--- config.mk ---
export PLATFORM = sky130hd
export DESIGN_NAME = biquad_coeff_loader
export DESIGN_NICKNAME = d
export VERILOG_FILES = /design/src/rtl/biquad_coeff_loader.sv
export SDC_FILE = /design/constraint.sdc
export NUM_CORES = 1
export LEC_CHECK = 0
export ABC_AREA = 1
export CORE_MARGIN = 8
export CORE_UTILIZATION = 37
export DETAILED_ROUTE_END_ITERATION = 10
export MAX_ROUTING_LAYER = met4
export PLACE_DENSITY_LB_ADDON = 0.15
export RECOVER_POWER = 100
export SLEW_MARGIN = 20
export SYNTH_ARGS = -nofsm -noshare
export SYNTH_HDL_FRONTEND = slang
export SYNTH_SLANG_ARGS = --single-unit
--- constraint.sdc ---
create_clock -name clk_i -period 26.5 [get_ports clk_i]
set_input_delay 5.3 -clock clk_i [delete_from_list [all_inputs] [get_ports clk_i]]
set_output_delay 5.3 -clock clk_i [all_outputs]
set_load 0.01 [all_outputs]
--- src/rtl/biquad_coeff_loader.sv ---
// biquad_coeff_loader
// Decodes 18-byte coefficient frames (A5, stage, 15 payload bytes, XOR checksum)
// from the control-link byte stream and commits the five Q2.16 coefficients of
// one biquad stage atomically, pulsing that stage's modeReset for HOLD_CYCLES.
//
// Byte handshake: rxValid_i is a one-cycle strobe with no back-pressure; a byte
// is consumed on every rising clk_i edge where rxValid_i is high.
module biquad_coeff_loader #(
  parameter int NUM_STAGES     = 4,
  parameter int COEFF_WIDTH    = 18,
  parameter int HOLD_CYCLES    = 8,
  parameter int TIMEOUT_CYCLES = 1024
) (
  input  logic                                clk_i,
  input  logic                                reset_i,
  input  logic [7:0]                          rxData_i,
  input  logic                                rxValid_i,
  output logic [NUM_STAGES*COEFF_WIDTH-1:0]   b0_o,
  output logic [NUM_STAGES*COEFF_WIDTH-1:0]   b1_o,
  output logic [NUM_STAGES*COEFF_WIDTH-1:0]   b2_o,
  output logic [NUM_STAGES*COEFF_WIDTH-1:0]   NEGa1_o,
  output logic [NUM_STAGES*COEFF_WIDTH-1:0]   NEGa2_o,
  output logic [NUM_STAGES-1:0]               modeReset_o,
  output logic                                frameOk_o,
  output logic                                frameErr_o,
  output logic                                busy_o
);

  localparam logic [7:0] HEADER = 8'hA5;
  localparam int GW = $clog2(TIMEOUT_CYCLES + 1);
  localparam int HW = $clog2(HOLD_CYCLES + 1);

  typedef enum logic [1:0] {IDLE, STAGE, PAYLOAD, CHECK} state_e;

  state_e       state_q, state_d;
  logic [7:0]   stage_q;
  logic [7:0]   xor_q;
  logic [3:0]   byte_cnt_q;
  logic [119:0] staging_q;
  logic [GW-1:0] gap_q;

  logic [COEFF_WIDTH-1:0] b0_q   [NUM_STAGES];
  logic [COEFF_WIDTH-1:0] b1_q   [NUM_STAGES];
  logic [COEFF_WIDTH-1:0] b2_q   [NUM_STAGES];
  logic [COEFF_WIDTH-1:0] a1_q   [NUM_STAGES];
  logic [COEFF_WIDTH-1:0] a2_q   [NUM_STAGES];
  logic [HW-1:0]          hold_q [NUM_STAGES];

  logic take_stage, take_payload, commit, reject, timeout, stage_ok;
  logic frame_ok_q, frame_err_q;

  // Each 24-bit payload word keeps only its low COEFF_WIDTH bits.
  logic [COEFF_WIDTH-1:0] new_b0, new_b1, new_b2, new_a1, new_a2;
  assign new_b0 = staging_q[96 +: COEFF_WIDTH];
  assign new_b1 = staging_q[72 +: COEFF_WIDTH];
  assign new_b2 = staging_q[48 +: COEFF_WIDTH];
  assign new_a1 = staging_q[24 +: COEFF_WIDTH];
  assign new_a2 = staging_q[0  +: COEFF_WIDTH];

  // Upper bits of each payload word are deliberately dropped.
  logic unused_staging;
  assign unused_staging = ^staging_q;

  assign stage_ok = (int'(stage_q) < NUM_STAGES);
  // The timeout only fires on a cycle with no incoming byte.
  assign timeout  = (state_q != IDLE) && !rxValid_i &&
                    (gap_q == GW'(TIMEOUT_CYCLES - 1));

  // FSM state register.
  always_ff @(posedge clk_i or posedge reset_i) begin
    if (reset_i) state_q <= IDLE;
    else         state_q <= state_d;
  end

  // FSM next state and per-cycle datapath controls.
  always_comb begin
    state_d      = state_q;
    take_stage   = 1'b0;
    take_payload = 1'b0;
    commit       = 1'b0;
    reject       = 1'b0;
    case (state_q)
      IDLE: begin
        if (rxValid_i && rxData_i == HEADER) state_d = STAGE;
      end
      STAGE: begin
        if (rxValid_i) begin
          take_stage = 1'b1;
          state_d    = PAYLOAD;
        end
      end
      PAYLOAD: begin
        if (rxValid_i) begin
          take_payload = 1'b1;
          if (byte_cnt_q == 4'd14) state_d = CHECK;
        end
      end
      CHECK: begin
        if (rxValid_i) begin
          state_d = IDLE;
          if (rxData_i == xor_q && stage_ok) commit = 1'b1;
          else                               reject = 1'b1;
        end
      end
      default: state_d = IDLE;
    endcase
    if (timeout) begin
      state_d = IDLE;
      reject  = 1'b1;
    end
  end

  // Frame assembly: stage latch, running checksum, payload shift, gap timer.
  always_ff @(posedge clk_i or posedge reset_i) begin
    if (reset_i) begin
      stage_q    <= '0;
      xor_q      <= '0;
      byte_cnt_q <= '0;
      staging_q  <= '0;
      gap_q      <= '0;
    end else begin
      if (take_stage) begin
        stage_q    <= rxData_i;
        xor_q      <= rxData_i;
        byte_cnt_q <= '0;
      end
      if (take_payload) begin
        staging_q  <= {staging_q[111:0], rxData_i};
        xor_q      <= xor_q ^ rxData_i;
        byte_cnt_q <= byte_cnt_q + 4'd1;
      end
      if (timeout) staging_q <= '0;
      if (state_q == IDLE || rxValid_i || timeout) gap_q <= '0;
      else                                         gap_q <= gap_q + GW'(1);
    end
  end

  // Coefficient banks and per-stage modeReset hold counters.
  always_ff @(posedge clk_i or posedge reset_i) begin
    if (reset_i) begin
      for (int s = 0; s < NUM_STAGES; s++) begin
        b0_q[s]   <= '0;
        b1_q[s]   <= '0;
        b2_q[s]   <= '0;
        a1_q[s]   <= '0;
        a2_q[s]   <= '0;
        hold_q[s] <= HW'(HOLD_CYCLES);
      end
    end else begin
      for (int s = 0; s < NUM_STAGES; s++) begin
        if (commit && stage_q == 8'(s)) begin
          b0_q[s]   <= new_b0;
          b1_q[s]   <= new_b1;
          b2_q[s]   <= new_b2;
          a1_q[s]   <= new_a1;
          a2_q[s]   <= new_a2;
          hold_q[s] <= HW'(HOLD_CYCLES);
        end else if (hold_q[s] != '0) begin
          hold_q[s] <= hold_q[s] - HW'(1);
        end
      end
    end
  end

  // Status pulses, registered so they align with the committed outputs.
  always_ff @(posedge clk_i or posedge reset_i) begin
    if (reset_i) begin
      frame_ok_q  <= 1'b0;
      frame_err_q <= 1'b0;
    end else begin
      frame_ok_q  <= commit;
      frame_err_q <= reject;
    end
  end

  // modeReset is high while the stage's hold counter is running.
  always_comb begin
    modeReset_o = '0;
    for (int s = 0; s < NUM_STAGES; s++) modeReset_o[s] = (hold_q[s] != '0);
  end

  for (genvar s = 0; s < NUM_STAGES; s++) begin : g_pack
    assign b0_o[s*COEFF_WIDTH +: COEFF_WIDTH]    = b0_q[s];
    assign b1_o[s*COEFF_WIDTH +: COEFF_WIDTH]    = b1_q[s];
    assign b2_o[s*COEFF_WIDTH +: COEFF_WIDTH]    = b2_q[s];
    assign NEGa1_o[s*COEFF_WIDTH +: COEFF_WIDTH] = a1_q[s];
    assign NEGa2_o[s*COEFF_WIDTH +: COEFF_WIDTH] = a2_q[s];
  end

  assign frameOk_o  = frame_ok_q;
  assign frameErr_o = frame_err_q;
  assign busy_o     = (state_q != IDLE);

endmodule

==> flow_metrics.env <==
export IMPL_outcome="complete, but fails checks"
export IMPL_violations="capacitance limit, slew limit"
export IMPL_avgSynthCellArea_um2=7.686
export IMPL_synth_cells=3223
export IMPL_r2r_slack_ns=15.64
export IMPL_hold_depth=1
export IMPL_synth_seq_cells=525
export IMPL_grt_overflow=0
export IMPL_dp_hpwl_mm=49.07
export IMPL_gr_usage_all_layers_pct=20.97
export IMPL_required_ns=27.05
export IMPL_cts_root_buf="clkbuf_16"
export IMPL_die_h_um=274.8
export IMPL_syn_num_nets=3245
export IMPL_cts_max_level=2
export IMPL_antenna_found_initial=1
export IMPL_p_per_area_nw_per_um2=69.10
export IMPL_timing_final_crit_share_pct=58.75
export IMPL_worstHoldStart="gap_q[0]"
export IMPL_clk_pin_slew_worst_paths_ns=0.06
export IMPL_ir_drop_mv=0.05865
export IMPL_hold_path_endpoint="gap_q[0]"
export IMPL_die_area_um2=75490
export IMPL_tns_ns=0
export IMPL_grt_max_degree=145
export IMPL_finalCriticalPeriod_ns=15.57
export IMPL_via_per_inst=4.656
export IMPL_grt_pass1_wl_mm=121.4
export IMPL_ctsResizeCount=0
export IMPL_tightest_slew_ns=4.751
export IMPL_arrival_ns=16.12
export IMPL_clk_path_buf_depth=3
export IMPL_max_freq_mhz=64.24
export IMPL_r2r_start="state_q[0]"
export IMPL_seq_area_frac_synth_pct=53.05
export IMPL_post_cts_buffers=0
export IMPL_vias=20565
export IMPL_cellLeakagePower_nw=15.00
export IMPL_syn_area_um2=24770
export IMPL_fillers=6663
export IMPL_numCtsBuffers=60
export IMPL_gp_routability_congestion=0.7815
export IMPL_ctsHoldBuffers=0
export IMPL_end_kind="flop"
export IMPL_first_iter_violations=1580
export IMPL_final_nets=3521
export IMPL_clkSinkCount=525
export IMPL_relSlewSlack_pct=-218.5
export IMPL_path_class="primary input to flop"
export IMPL_ys_types=33
export IMPL_placementRows=95
export IMPL_drc_errors=0
export IMPL_die_w_um=274.8
export IMPL_antenna_left=0
export IMPL_rr_worst_depth=8
export IMPL_wire_per_inst_um=17.69
export IMPL_start_kind="primary input"
export IMPL_hold_viol_final=0
export IMPL_layout_drive_gt1_share_pct=3.613
export IMPL_drv_slew=1193
export IMPL_boundaryPins=378
export IMPL_max_cap_viol_count=19
export IMPL_rsz0062_at_grt="no"
export IMPL_drtPass1Iterations=5
export IMPL_cts_tree="yes"
export IMPL_portBuffers=377
export IMPL_fin_util_pct=46.51
export IMPL_yosysWarnings=0
export IMPL_area_delta_synth_final_pct=25.18
export IMPL_fin_skew_ns=0.02125
export IMPL_core_um2=66680
export IMPL_wirelength_mm=78.12
export IMPL_reg2reg_to="hold_q[6]"
export IMPL_clock_latency_ns=0.63
export IMPL_cp_max_fo=115
export IMPL_grt_pass1_vias=20216
export IMPL_start_util_pct=37.15
export IMPL_setup_viol=0
export IMPL_worstHoldPathType="flop to flop"
==> cell families (layout without fill, tap and decap cells) <==
| kind of cell | count (synthesis) | in the layout | synth area share, % |
|---|---|---|---|
| multiplexers | 4 | 4 | 0.1616 |
| AND/OR/NAND/NOR | 1453 | 1453 | 26.24 |
| XOR/XNOR | 12 | 12 | 0.4243 |
| adder cells (fa/ha/maj) | 11 | 11 | 0.5556 |
| other | 0 | 1 | 0 |
| buffers and inverters | 1071 | 1391 | 16.47 |
| AO/OA/AOI/OAI | 147 | 147 | 3.096 |
| flip-flops | 525 | 525 | 53.05 |
==> worst max path at each step <==
stage / start / end / slack [ns] / cells after the start
3_5_place_dp: reset_i / gap_q[0] / 17.34 / 5
6_report: rxValid_i / hold_q[6] / 10.93 / 8
3_3_place_gp: reset_i / gap_q[0] / 17.36 / 5
2_1_floorplan: reset_i / NEGa1_o[0] / 6.54 / 1
4_1_cts: reset_i / gap_q[5] / 18.02 / 5
5_1_grt: reset_i / gap_q[0] / 9.29 / 5
==> final cells by class <==
cell class	instances	area [um2]	area share, %
Clock inverter	11	165.2	0.5326
Multi-Input combinational cell	1627	7565	24.39
Antenna cell	1	2.502	0.008069
Timing Repair Buffer	409	3966	12.79
Sequential cell	525	13140	42.38
Tap cell	873	1092	3.522
Clock buffer	95	1784	5.753
Inverter	876	3293	10.62
==> synth_stat cells <==
| library cell | instances | area share [%] |
|---|---|---|
| o221ai_1 | 6 | 0.21 |
| dfrtp_1 | 521 | 53 |
| nor2_1 | 32 | 0.48 |
| buf_1 | 10 | 0.15 |
| nor4_1 | 2 | 0.050 |
| nand3_4 | 1 | 0.071 |
| o31ai_1 | 1 | 0.030 |
| xnor2_1 | 3 | 0.11 |
| a21oi_1 | 119 | 2.4 |
| buf_2 | 47 | 0.95 |
| xor2_1 | 9 | 0.32 |
| inv_1 | 860 | 13 |
| ha_1 | 11 | 0.56 |
| clkinv_1 | 1 | 0.015 |
| nand4_1 | 367 | 9.3 |
| nor2_2 | 3 | 0.076 |
| nand3_1 | 26 | 0.53 |
| nor3_4 | 3 | 0.20 |
| dfstp_2 | 4 | 0.42 |
| nor3_2 | 1 | 0.040 |
| nor3_1 | 4 | 0.081 |
| clkbuf_1 | 138 | 2.1 |
| o211ai_1 | 2 | 0.061 |
| o21ai_0 | 16 | 0.32 |
| nor3b_2 | 1 | 0.050 |
| inv_2 | 15 | 0.23 |
| o21ai_1 | 2 | 0.040 |
| nor3b_1 | 2 | 0.061 |
| o22ai_1 | 1 | 0.025 |
| mux2i_1 | 4 | 0.16 |
| and3_1 | 1 | 0.025 |
| or2_2 | 1 | 0.025 |
| nand2_1 | 1009 | 15 |
==> cells in the final DEF, fill, tap and decap left out, types with 3 or more instances in the layout <==
| cell type | n |
|---|---|
| nand4_1 | 367 |
| nor3_4 | 4 |
| nor2_2 | 3 |
| xor2_1 | 9 |
| buf_4 | 15 |
| dfrtp_1 | 521 |
| mux2i_1 | 4 |
| clkbuf_1 | 37 |
| dlygate4sd3_1 | 370 |
| clkbuf_8 | 13 |
| o21ai_0 | 17 |
| ha_1 | 11 |
| clkinv_2 | 4 |
| clkinvlp_2 | 4 |
| clkbuf_16 | 61 |
| clkdlybuf4s50_1 | 7 |
| xnor2_1 | 3 |
| bufinv_16 | 4 |
| a21oi_1 | 119 |
| dfstp_2 | 4 |
| inv_2 | 8 |
| nand3_1 | 26 |
| o221ai_1 | 6 |
| nor2_1 | 31 |
| nand2_1 | 1009 |
| nor3_1 | 4 |
| inv_1 | 863 |
==> flip-flops by register name (all words and copies together), names as in the netlist <==
| register | cells |
|---|---|
| NEGa1_o | 72 |
| NEGa2_o | 72 |
| b0_o | 72 |
| b1_o | 72 |
| b2_o | 72 |
| byte_cnt_q | 4 |
| frameErr_o | 1 |
| frameOk_o | 1 |
| gap_q | 11 |
| hold_q | 16 |
| stage_q | 8 |
| staging_q | 114 |
| state_q | 2 |
| xor_q | 8 |
==> worst max-delay path, cell delays in order <==
cell and delay [ns]:
dlygate4sd3_1 0.62, nand2_1 0.12, clkinvlp_2 3.14, nand4_1 2.60, clkbuf_1 1.64, clkbuf_1 2.04
inv_1 0.27, nor2_1 0.18
==> power by group <==
group	internal, mW	total (mW)	switching [mW]
Clock	0.495	0.832	0.336
Combinational	0.0959	0.372	0.276
Sequential	0.880	0.939	0.0585
==> metrics by stage <==
step	total power [mW]	setup slack [ns]	instance area, um2	hold WS (ns)	cells
global placement	1.323	17.36	29130	0.4552	4309
floorplan	1.197	6.538	24770	0.4327	3223
finish	2.143	10.93	31010	0.4575	4417
detailed placement	1.329	17.34	29130	0.4538	4309
global route	2.250	9.285	31010	0.4814	4417
CTS	2.171	18.02	31080	0.4607	4415
==> layer usage <==
layer / vias to the layer above / global-route usage [%] / share of wire, %
met5: - / - / 0
met3: 92 / 3.293 / 4.8
met2: 456 / 33.63 / 48
met1: 9764 / 27.97 / 46
li1: 10253 / - / -
met4: 0 / 4.749 / 1.8
(Power assumes the default switching activity.)
